File: src/rtl/sram_rd_addr_gen_pkg.sv
// sram_pkg: shared state encoding and default sizes for the SRAM read-address generator
package sram_pkg;
  typedef enum logic [1:0] {IDLE, ISSUE, DRAIN, DONE} state_t;
  localparam int ADDR_W_DEF  = 8;
  localparam int LEN_W_DEF   = 8;
  localparam int CNT_W_DEF   = 8;
  localparam int MAX_OUT_DEF = 2;
endpackage

File: src/rtl/sram_rd_addr_gen_out_cnt.sv
// sram_out_cnt: saturating outstanding-burst counter with look-ahead room/empty flags
module sram_out_cnt #(
  parameter int MAX_OUT = 2
) (
  input  logic clk,
  input  logic rst,
  input  logic inc,
  input  logic dec,
  output logic o_room,
  output logic o_empty
);
  localparam int W = $clog2(MAX_OUT + 1);
  localparam logic [W-1:0] MAX = W'(MAX_OUT);
  logic [W-1:0] cnt, nxt;
  logic up, dn;
  // next count: increments stop at MAX_OUT, a stray decrement at zero is dropped
  always_comb begin
    up  = inc & (cnt != MAX);
    dn  = dec & (cnt != '0);
    nxt = (up == dn) ? cnt : up ? cnt + 1'b1 : cnt - 1'b1;
  end
  // outstanding count register
  always_ff @(posedge clk or posedge rst)
    if (rst) cnt <= '0;
    else     cnt <= nxt;
  // flags describe the count after this edge so registered outputs can react in the same cycle
  assign o_room  = nxt != MAX;
  assign o_empty = nxt == '0;
endmodule

File: src/rtl/sram_rd_addr_gen.sv
// sram_rd_addr_gen: AR-channel burst address generator with outstanding-burst throttling
module sram_rd_addr_gen
  import sram_pkg::*;
#(
  parameter int ADDR_W  = ADDR_W_DEF,
  parameter int LEN_W   = LEN_W_DEF,
  parameter int CNT_W   = CNT_W_DEF,
  parameter int MAX_OUT = MAX_OUT_DEF
) (
  input  logic              i_aclk,
  input  logic              i_areset,
  input  logic              i_start,
  input  logic              i_stop,
  input  logic [ADDR_W-1:0] i_cfg_base,
  input  logic [ADDR_W-1:0] i_cfg_stride,
  input  logic [LEN_W-1:0]  i_cfg_len,
  input  logic [CNT_W-1:0]  i_cfg_count,
  input  logic              i_cfg_wrap,
  output logic [ADDR_W-1:0] o_araddr,
  output logic [LEN_W-1:0]  o_arlen,
  output logic              o_arvalid,
  input  logic              i_arready,
  input  logic              i_rvalid,
  input  logic              i_rready,
  input  logic              i_rlast,
  output logic              o_busy,
  output logic              o_done
);
  state_t            state;
  logic [ADDR_W-1:0] base, stride;
  logic [CNT_W-1:0]  count, k;
  logic              wrap, hs, rl, room, empty, last, stop;
  assign hs   = o_arvalid & i_arready;
  assign rl   = i_rvalid & i_rready & i_rlast;
  assign last = k == count - 1'b1;
  assign stop = i_stop & wrap;
  sram_out_cnt #(.MAX_OUT(MAX_OUT)) u_cnt (
    .clk    (i_aclk),
    .rst    (i_areset),
    .inc    (hs),
    .dec    (rl),
    .o_room (room),
    .o_empty(empty)
  );
  // control FSM; k indexes the address currently held in o_araddr
  always_ff @(posedge i_aclk or posedge i_areset)
    if (i_areset) begin
      state     <= IDLE;
      base      <= '0;
      stride    <= '0;
      count     <= '0;
      wrap      <= 1'b0;
      k         <= '0;
      o_araddr  <= '0;
      o_arlen   <= '0;
      o_arvalid <= 1'b0;
      o_busy    <= 1'b0;
      o_done    <= 1'b0;
    end else begin
      case (state)
        IDLE:
          if (i_start) begin
            base     <= i_cfg_base;
            stride   <= i_cfg_stride;
            count    <= i_cfg_count;
            wrap     <= i_cfg_wrap;
            k        <= '0;
            o_araddr <= i_cfg_base;
            o_arlen  <= i_cfg_len;
            o_busy   <= 1'b1;
            if (i_cfg_count != '0) begin
              state     <= ISSUE;
              o_arvalid <= room;
            end else begin
              state  <= DONE;
              o_done <= 1'b1;
            end
          end
        ISSUE:
          if (!o_arvalid || hs) begin
            if (stop || (hs && last && !wrap)) begin
              state     <= DRAIN;
              o_arvalid <= 1'b0;
            end else begin
              o_arvalid <= room;
              if (hs) begin
                k        <= last ? '0 : k + 1'b1;
                o_araddr <= last ? base : o_araddr + stride;
              end
            end
          end
        DRAIN:
          if (empty) begin
            state  <= DONE;
            o_done <= 1'b1;
          end
        DONE: begin
          state  <= IDLE;
          o_done <= 1'b0;
          o_busy <= 1'b0;
        end
      endcase
    end
endmodule

File: config.mk
export PLATFORM = sky130hd
export DESIGN_NAME = sram_rd_addr_gen
export DESIGN_NICKNAME = d
export VERILOG_FILES = /design/src/rtl/sram_rd_addr_gen_pkg.sv /design/src/rtl/sram_rd_addr_gen_out_cnt.sv /design/src/rtl/sram_rd_addr_gen.sv
export SDC_FILE = /design/constraint.sdc
export NUM_CORES = 1
export LEC_CHECK = 0
export ABC_AREA = 1
export BUFFER_PORTS_ARGS = -buffer_cell sky130_fd_sc_hd__buf_4
export CAP_MARGIN = 40
export CORE_MARGIN = 4
export CORE_UTILIZATION = 51
export CTS_CLUSTER_DIAMETER = 60
export DETAILED_ROUTE_END_ITERATION = 12
export GPL_TIMING_DRIVEN = 0
export HOLD_SLACK_MARGIN = 0.03
export PLACE_DENSITY = 0.75
export SKIP_LAST_GASP = 1
export SYNTH_ARGS = -nofsm -noshare
export SYNTH_HDL_FRONTEND = slang
export SYNTH_HIERARCHICAL = 1
export SYNTH_SLANG_ARGS = --single-unit
File: constraint.sdc
create_clock -name i_aclk -period 1.7 [get_ports i_aclk]
set_input_delay 0.255 -clock i_aclk [delete_from_list [all_inputs] [get_ports i_aclk]]
set_output_delay 0.255 -clock i_aclk [all_outputs]
set_load 0.01 [all_outputs]
# Word-level counts from Yosys, hierarchy flattened
# Index checks and enable logic that the tools add are counted.
[op_classes] add_sub_neg=5 n_eq_ne=15 muxes=31 bitwise=6 reduce_logical=19
[ops] operator="two-way mux 8 bit" n=10
[ops] operator="case mux 8 bit (2 select lines)" n=2
[ops] operator="!= test 2 bit, second input constant" n=10
[ops] operator="two-way mux 2 bit" n=7
[ops] operator="AND reduction 4 bit" n=3
[ops] operator="adder 8 x 1 -> 8 bit, second input constant" n=1
[ops] operator="adder 8 bit" n=1
[ops] operator="== test 8 bit" n=1
[ops] operator="two-way mux 1 bit" n=8
[ops] operator="case mux 2 bit (4 select lines)" n=1
[ops] operator="nonzero test 8 bit" n=1
[ops] operator="subtractor 8 x 1 -> 8 bit, second input constant" n=1
[ops] operator="bitwise AND 1 bit" n=6
[ops] operator="nonzero test 2 bit" n=3
[ops] operator="AND reduction 5 bit" n=1
[ops] operator="== test 2 bit, second input constant" n=2
[ops] operator="zero test 2 bit" n=2
[ops] operator="case mux 1 bit (2 select lines)" n=2
[ops] operator="AND reduction 2 bit" n=2
[ops] operator="case mux 1 bit (3 select lines)" n=1
[ops] operator="nonzero test 3 bit" n=1
[ops] operator="adder 2 x 1 -> 2 bit, second input constant" n=1
[ops] operator="== test 2 x 1 -> 1 bit, second input constant" n=1
[ops] operator="logical AND 1 bit" n=2
[ops] operator="4 further kinds" n=6
[totals] ff_bits=56 out_inout_bits=19

# Longest topological paths before layout
# Gate-level depths: netlist of run 1.
[logic_depth] depth_word=9 ltp_mapped=16 ltp_nobuf=15

# Cells and area by module
# Netlist of run 1, hierarchy kept.
[modules_own_cells] module="sram_rd_addr_gen" n_inst=1 cells_each=446 area_per_inst_um2=3263.1 seq_area_each_um2=1351.3
[modules_own_cells] module="sram_out_cnt" n_inst=1 cells_each=22 area_per_inst_um2=148.9 seq_area_each_um2=50.0

# Least setup slack after synthesis of run 1
# Ideal clock, no wire load.
[synth_path] kind="register to register" from="reg count[0]" to="reg o_araddr[2]" t_arrival_ns=1.766 t_required_ns=1.635 setup_slack_ns=-0.131 stages_incl_launch_ff=16 synth_period_minus_slack_ns=1.831 cell_sequence="dfrtp_1 > inv_1 > ha_1 > inv_1 > nand2_1 > nand3b_1 > nand2_1 > nand3_1 > nor2_2 > nand3_2 > nand2_2 > nand2_4 > nand2_4 > buf_6 > nand2_1 > nand2_1"
[synth_via] elab_chain_cells=7
[synth_lines] item="start, declared" line="sram_rd_addr_gen.sv:31" text="logic [CNT_W-1:0] count, k;"
[synth_lines] item="start signal, assigned" line="sram_rd_addr_gen.sv:65" text="count <= i_cfg_count;"
[synth_lines] item="subtractor 8 x 1 -> 8 bit *" line="sram_rd_addr_gen.sv:35" text="assign last = k == count - 1'b1;"
[synth_lines] item="== test 8 bit *" line="sram_rd_addr_gen.sv:35"
[synth_lines] item="two-way mux 8 bit / logical AND 1 bit (equally long branches)" line="sram_rd_addr_gen.sv:88, sram_rd_addr_gen.sv:81"
[synth_lines] item="two-way mux 8 bit / logical AND 1 bit (equally long branches)" line="sram_rd_addr_gen.sv:86, sram_rd_addr_gen.sv:81"
[synth_lines] item="two-way mux 8 bit / logical OR 1 bit (equally long branches)" line="sram_rd_addr_gen.sv:81" text="if (stop || (hs && last && !wrap)) begin"
[synth_lines] item="two-way mux 8 bit / != test 2 bit (equally long branches)"
[synth_lines] item="case mux 8 bit (2 select lines) / AND reduction 5 bit (equally long branches)"
[synth_lines] item="end signal, assigned" line="sram_rd_addr_gen.sv:68" text="o_araddr <= i_cfg_base;"
[synth_lines] item="end signal, assigned" line="sram_rd_addr_gen.sv:88" text="o_araddr <= last ? base : o_araddr + stride;"
[synth_lines] item="end, declared" line="sram_rd_addr_gen.sv:19" text="output logic [ADDR_W-1:0] o_araddr,"
# Mark *: on every way between the ends. The rest lies on a longest branch, timed or not. The select of a mux whose other input is x is not followed.
# A chain may end at the register's enable or synchronous reset.

# Final worst setup path of run 1
[layout_path] from="reg count[1]" to="reg o_araddr[1]"
# The elaborated chain is that of the path after synthesis.

==> results of run 1 <==
[per-layer routing]
metal | share of wire [%] | wire (um)
met2 | 50 | 4270
met3 | 4.6 | 393
met5 | 0 | 0
met4 | 1.6 | 138
met1 | 44 | 3800
[repair_timing]
item	in CTS	in global routing
hold buffers	1	0
pin swaps	13	6
cloned	1	0
gates resized for setup	27	23
buffers inserted	10	7
setup endpoints to repair	49	49
hold endpoints to repair	27	0
[path summary, 6_finish.rpt]
check                                       start                 endpoint  slack [ps]  depth (start not counted)
max reg2reg                  count[1]$_DFFE_PP0P_  o_araddr[1]$_DFFE_PP0P_        -220                         11
min                                  i_cfg_len[3]   o_arlen[3]$_DFFE_PP0P_         120                          3
min reg2reg                o_arlen[4]$_DFFE_PP0P_   o_arlen[4]$_DFFE_PP0P_         490                          2
max in group asynchronous                i_areset     count[3]$_DFFE_PP0P_         580                          4
min in group asynchronous                i_areset   u_cnt/cnt[0]$_DFF_PP0_         360                          3
max                          count[1]$_DFFE_PP0P_  o_araddr[1]$_DFFE_PP0P_        -220                         11
[state kept, by name, summed over array words and instances (netlist names), 2 cells and up]
register	count
k	8
o_arlen	8
o_araddr	8
base	8
u_cnt/cnt	2
stride	8
state	2
count	8
[worst max-delay path, delay by kind of cell, from the launching register on]
family	cells	cell delay, ps
buf+inv	2	220
flops	1	440
compound gates	2	400
xor+xnor	1	150
simple gates	5	450
fa+ha+maj	1	190
[placed cells by master (no fill, tap or decap), types with 9 or more instances in the layout]
master   count
dfrtp_1     54
ha_1        10
o21ai_0     18
nor2_1      19
xor2_1      12
buf_4       76
nand2_1    168
nand2_2     17
nand3_1     37
inv_1       49
nand4_1      9
[stage by stage]
stage               worst slack (ps)  power (mW)  hold slack (ps)  instances
detailed placement              -341        6.72              140        605
finish                          -222        8.34              120        632
global route                    -363        9.09              103        632
CTS                             -191        8.10              114        625
global placement                -582        6.58              127        604
floorplan                      -35.4        5.46            -3.82        468
[report_power, final]
| part | switching [mW] | internal (mW) | leakage [nW] |
|---|---|---|---|
| Combinational | 2.90 | 2.14 | 1.65 |
| Clock | 0.457 | 0.444 | 0.0548 |
| Sequential | 0.484 | 1.91 | 0.699 |
| Total | 3.84 | 4.50 | 2.40 |
[layout make-up]
class	count	share of cell area (%)
multi-input combinational	340	41.9
sequential	56	31.8
inverter	57	4.85
buffer	15	2.30
tap	77	2.18
clock inverter	3	1.05
clock buffer	5	1.56
timing repair buffer	79	14.3
[kinds of logic after synthesis]
| kind of cell | synth area share [%] |
|---|---|
| flops | 41.1 |
| fa+ha+maj | 5.35 |
| xor+xnor | 4.62 |
| simple gates | 34.4 |
| buf+inv | 8.43 |
| compound gates | 6.09 |
==> metrics.md, run 1 <==
| Metric | Value |
|---|---|
| Crit path kind | reg -> reg |
| GP Congestion | 0.863 |
| Relative slew slack | 61.6% |
| Critical Path AT | 2180 ps |
| Power Dens Cells | 1890 nW/um^2 |
| Min cycle time layout | 1920 ps |
| Slowest CP cell | dfrtp_1 |
| H-tree Lvls | 2 |
| Unique masters post-synth | 35 |
| Crit path cell chain | inv_2, ha_4, xor2_1, o21ai_0, nor2_4, nand3_4, nand2_4, buf_6, a21oi_4, nand2_1, nand2_1 |
| Synth top area share | 41.1% |
| CTS tree | built |
| Vias in the first global route | 3,201 |
| Placed cell areas | 4010 sq um |
| Most instantiated cells after synthesis | 180 x nand2_1, 56 x dfrtp_1, 55 x inv_1 |
| Most Crowded Layer GR | met2 |
| Async set-or-reset flop fraction in the synthesized netlist | 100% |
| Mapped Nets | 523 |
| Wirelength per Cell | 13.6 um |
| Rows | 29 |
| Register Area | 1400 sq um |
| Clock latency on the worst-skew pair | 320 ps |
| Final WL | 8600 um |
| Chip width | 89.8 um |
| Ranking of synthesized cells by area | dfrtp_1 41%, nand2_1 20%, inv_1 6.1% |
| Root Buffer | clkbuf_8 |
| Nets | 609 |
| Leak Pwr | 2.40 nW |
| Maximum VDD drop | 0.996 mV |
| Count of pins over their slew limit | 0 |
| Pin count of the biggest net entering global routing | 30 |
| Cell Area, Synth | 3410 sq um |
| Setup violators final | 19 |
| Grt met2 use | 37.7% |
| TritonCTS Buffers | 5 |
| First-pass DRT Iterations | 4 |
| Critical Path Fanout Max | 8 |
| Core Area | 6420 sq um |
| Sequential fraction of the synthesis area | 41.1% |
| Maximum clock frequency | 520 MHz |
| Area of the multi-input gates | 1850 sq um |
| Fill count | 534 |
| Final setup margin | -222 ps |
| Post-synth top flop | dfrtp_1 |
| CP dominant cell by count | nand2_1 |
| Req. time, crit path | 1960 ps |
| Reg clk slew, reported paths | 100 ps |
| Worst stage delay on the critical path | 440 ps |
| Diode count | 0 |
| FF+latch count, synth | 56 |
| Slew @ Worst Pin | 576 ps |
| Most common cell in the netlist | nand2_1 |
| EDFF count, synth | 0 |
| Hpwl dp | 6310 um |
| Initial core utilization | 53.1% |
| Initial DRC Count | 182 |
| Leading area contributor after synthesis | dfrtp_1 |
| Clk buf depth | 2 |
| Total clock sinks | 56 |
| Chip height | 89.8 um |
| Hold Violations, Final | 0 |
| Final Core Density | 68.7% |
| Max cap viols | 0 |
| Status | complete, but fails checks |
| PortBufs | 59 |
| Die area | 8060 sq um |
| Hold WC Path Type | in -> reg |
| M1 GR Usage | 27.5% |
| Violated checks | setup timing |
| Ys Warns | 6 |
| Synth-to-Final Area Change | 29.3% |
| Total grt overflow | 0 |
| Tot GR Track Use | 21.4% |
| Crit end category | register |
| Setup_tns | -3840 ps |
| Global-route wire length before repair | 14,300 um |
| Via density | 5.14 |
| Detail Route Antenna Nets | 0 |
| Average cell area after synthesis | 7.29 sq um |
| Synthesized instance count | 468 |
| Worst setup SP type | register |
| Antenna violations before repair | 0 |
| Final Cycle Share | 113% |
| RSZ-0062 raised after global routing | true |
| M3 GR Usage | 3.67% |
| Fin area | 4410 sq um |
| DRC Markers | 0 |
| Layout Skew | 4.79 ps |
| Layout cell share with drive strength beyond 1 | 27.2% |
| Top Ports | 60 |
| Vias | 3,250 |
(Power assumes the default switching activity.)
==> run 2: changes to the inputs <==
--- a/config.mk
+++ b/config.mk
@@ -8,6 +8,7 @@
 export ABC_AREA = 1
 export BUFFER_PORTS_ARGS = -buffer_cell sky130_fd_sc_hd__buf_4
 export CAP_MARGIN = 40
+export CORE_ASPECT_RATIO = 0.7
 export CORE_MARGIN = 4
 export CORE_UTILIZATION = 51
 export CTS_CLUSTER_DIAMETER = 60
==> run 2 against run 1 <==
Against the previous run:
- the run still ends with setup timing left
- global-route usage increased by 1.3 points
- design area grew 0.99%
- sequential share of layout area shrank 0.31 points
- worst setup slack lost 25 ps
- sequential power hardly changed
- clock skew is 6.8 ps higher
- flip-flop and latch count did not move
- critical endpoint is now o_araddr[3]$_DFFE_PP0P_
- largest power group unchanged
- highest routed layer unchanged
==> metrics.md, run 2 (synthesized netlist as in run 1, its figures left out) <==
| Metric | Value |
|---|---|
| Min cycle time layout | 1950 ps (was 1920 ps) |
| Clock latency on the worst-skew pair | 310 ps (was 320 ps) |
| Power Dens Cells | 1900 nW/um^2 (was 1890 nW/um^2) |
| Root Buffer | clkbuf_8 (unchanged) |
| Crit end category | register (unchanged) |
| Final setup margin | -248 ps (was -222 ps) |
| Most frequent cells in the layout | 173 x nand2_1, 79 x buf_4, 54 x dfrtp_1 (was 168 x nand2_1, 76 x buf_4, 54 x dfrtp_1) |
| Worst stage delay on the critical path | 420 ps (was 440 ps) |
| Top Ports | 60 (unchanged) |
| Antenna violations before repair | 0 (unchanged) |
| Synth-to-Final Area Change | 30.5% (was 29.3%) |
| Detail Route Antenna Nets | 0 (unchanged) |
| Maximum VDD drop | 0.801 mV (was 0.996 mV) |
| Min Hold Slack | 129 ps (was 120 ps) |
| Vias in the first global route | 3,220 (was 3,201) |
| Hpwl dp | 6300 um (was 6310 um) |
| Post-Place Worst Slack | -383 ps (was -341 ps) |
| Maximum clock frequency | 513 MHz (was 520 MHz) |
| Final WL | 8840 um (was 8600 um) |
| CP dominant cell by count | nand2_1 (unchanged) |
| Slowest CP cell | dfrtp_1 (unchanged) |
| Initial DRC Count | 205 (was 182) |
| Total grt overflow | 0 (unchanged) |
| Placed cell areas | 4030 sq um (was 4010 sq um) |
| Tot GR Track Use | 22.7% (was 21.4%) |
| Slew @ Worst Pin | 601 ps (was 576 ps) |
| RSZ-0062 raised after global routing | true (unchanged) |
| Leak Pwr | 2.42 nW (was 2.40 nW) |
| Final Cycle Share | 115% (was 113%) |
| Via density | 5.03 (was 5.14) |
| Final cell count without fillers | 649 (was 632) |
| Relative slew slack | 59.9% (was 61.6%) |
| Critical Path AT | 2200 ps (was 2180 ps) |
| Count of pins over their slew limit | 0 (unchanged) |
| Crit path kind | reg -> reg (unchanged) |
| Initial core utilization | 53.6% (was 53.1%) |
| Global-route wire length before repair | 15,200 um (was 14,300 um) |
| Worst setup SP type | register (unchanged) |
| GP Congestion | 0.819 (was 0.863) |
| Setup_tns | -4120 ps (was -3840 ps) |
| Hold Violations, Final | 0 (unchanged) |
| Req. time, crit path | 1950 ps (was 1960 ps) |
| Fin area | 4450 sq um (was 4410 sq um) |
| Die area | 8080 sq um (was 8060 sq um) |
| Chip height | 76.4 um (was 89.8 um) |
| Clk buf depth | 2 (unchanged) |
| H-tree Lvls | 2 (unchanged) |
| Max cap viols | 0 (unchanged) |
| Wirelength per Cell | 13.6 um (about the same) |
| Core Area | 6370 sq um (was 6420 sq um) |
| Commonest non-fill, non-tap cell in the layout | nand2_1 (unchanged) |
| CTS tree | built (unchanged) |
| Placed cell count | 619 (was 605) |
| TritonCTS Buffers | 5 (unchanged) |
| Nets | 612 (was 609) |
| Vias | 3,262 (was 3,250) |
| Diode count | 0 (unchanged) |
| Violated checks | setup timing (unchanged) |
| Hold WC Path Type | in -> reg (unchanged) |
| Layout Skew | 11.6 ps (was 4.79 ps) |
| Final Core Density | 70.0% (was 68.7%) |
| Chip width | 106 um (was 89.8 um) |
| Total clock sinks | 56 (unchanged) |
| PortBufs | 59 (unchanged) |
| Critical Path Fanout Max | 5 (was 8) |
| First-pass DRT Iterations | 5 (was 4) |
| Overall Power | 8.45 mW (was 8.34 mW) |
| Setup violators final | 19 (unchanged) |
| Rows | 24 (was 29) |
| Pin count of the biggest net entering global routing | 29 (was 30) |
| DRC Markers | 0 (unchanged) |
| Status | complete, but fails checks (unchanged) |
| Crit path cell chain | inv_2, ha_4, inv_2, nand2_2, nand3b_1, nand2_1, nand3_2, nor2_4, nand3_2, nand2_4, nand2_8, nand2_8, clkbuf_16, nand2_1, nand2_1 (was inv_2, ha_4, xor2_1, o21ai_0, nor2_4, nand3_4, nand2_4, buf_6, a21oi_4, nand2_1, nand2_1) |
| Layout cell share with drive strength beyond 1 | 26.5% (was 27.2%) |
| Reg clk slew, reported paths | 110 ps (was 100 ps) |
[run 2: cell types whose count changed in the layout (fill, tap and decap cells not counted), moves of 2 or more]
cell and delta:
nand2_2 -5, nand2_1 +5, o21ai_1 -2, buf_4 +3, nor2_2 +2, buf_6 -3
clkbuf_2 -2, o21ai_0 +2
[run 2: timing repair]
action | 4_1_cts | 5_1_grt
endpoints found under the hold margin | 11 | 0
gates cloned | 0 | 1
hold buffers | 1 | 0
buffers inserted | 11 | 9
endpoints found under the setup margin | 48 | 51
pin swaps | 11 | 7
resized for setup | 21 | 19
[run 2: final timing paths]
check                                  startpoint                       to  slack, ps  cells past startpoint
max                          count[1]$_DFFE_PP0P_  o_araddr[3]$_DFFE_PP0P_       -250                     15
min                                  i_cfg_len[1]   o_arlen[1]$_DFFE_PP0P_        130                      3
max reg2reg                  count[1]$_DFFE_PP0P_  o_araddr[3]$_DFFE_PP0P_       -250                     15
min reg2reg                o_arlen[7]$_DFFE_PP0P_   o_arlen[7]$_DFFE_PP0P_        490                      2
max in group asynchronous                i_areset     count[2]$_DFFE_PP0P_        540                      4
min in group asynchronous                i_areset   u_cnt/cnt[0]$_DFF_PP0_        370                      3
[run 2: final cells by class]
| cell class | instances | area [sq um] |
|---|---|---|
| clock buffers | 5 | 68.8 |
| repair buffers | 82 | 677 |
| plain buffers | 15 | 104 |
| inverters | 57 | 214 |
| fillers | 535 | 1910 |
| clock inverters | 3 | 42.5 |
| flip-flops and latches | 56 | 1400 |
| well taps | 91 | 114 |
| multi-input cells | 340 | 1830 |
[run 2: worst max-delay path, delay by kind of cell, from the launching register on]
| family | cells | cell delay [ps] |
|---|---|---|
| flops | 1 | 420 |
| buf+inv | 3 | 270 |
| fa+ha+maj | 1 | 170 |
| simple gates | 11 | 1010 |
[run 2: layer usage]
metal | track usage (%) | vias to the layer above | wire (um)
met5 | 0 | - | 0
met4 | 5.82 | 0 | 123
met3 | 3.30 | 12 | 504
met2 | 35.2 | 101 | 3980
met1 | 33.2 | 1507 | 4230
li1 | - | 1642 | -
[run 2: report_power, final]
group          switching (mW)  internal, mW  total, mW
registers               0.457          1.91       2.37
clock network           0.463         0.437      0.900
logic                    2.93          2.25       5.18
total                    3.85          4.60       8.45
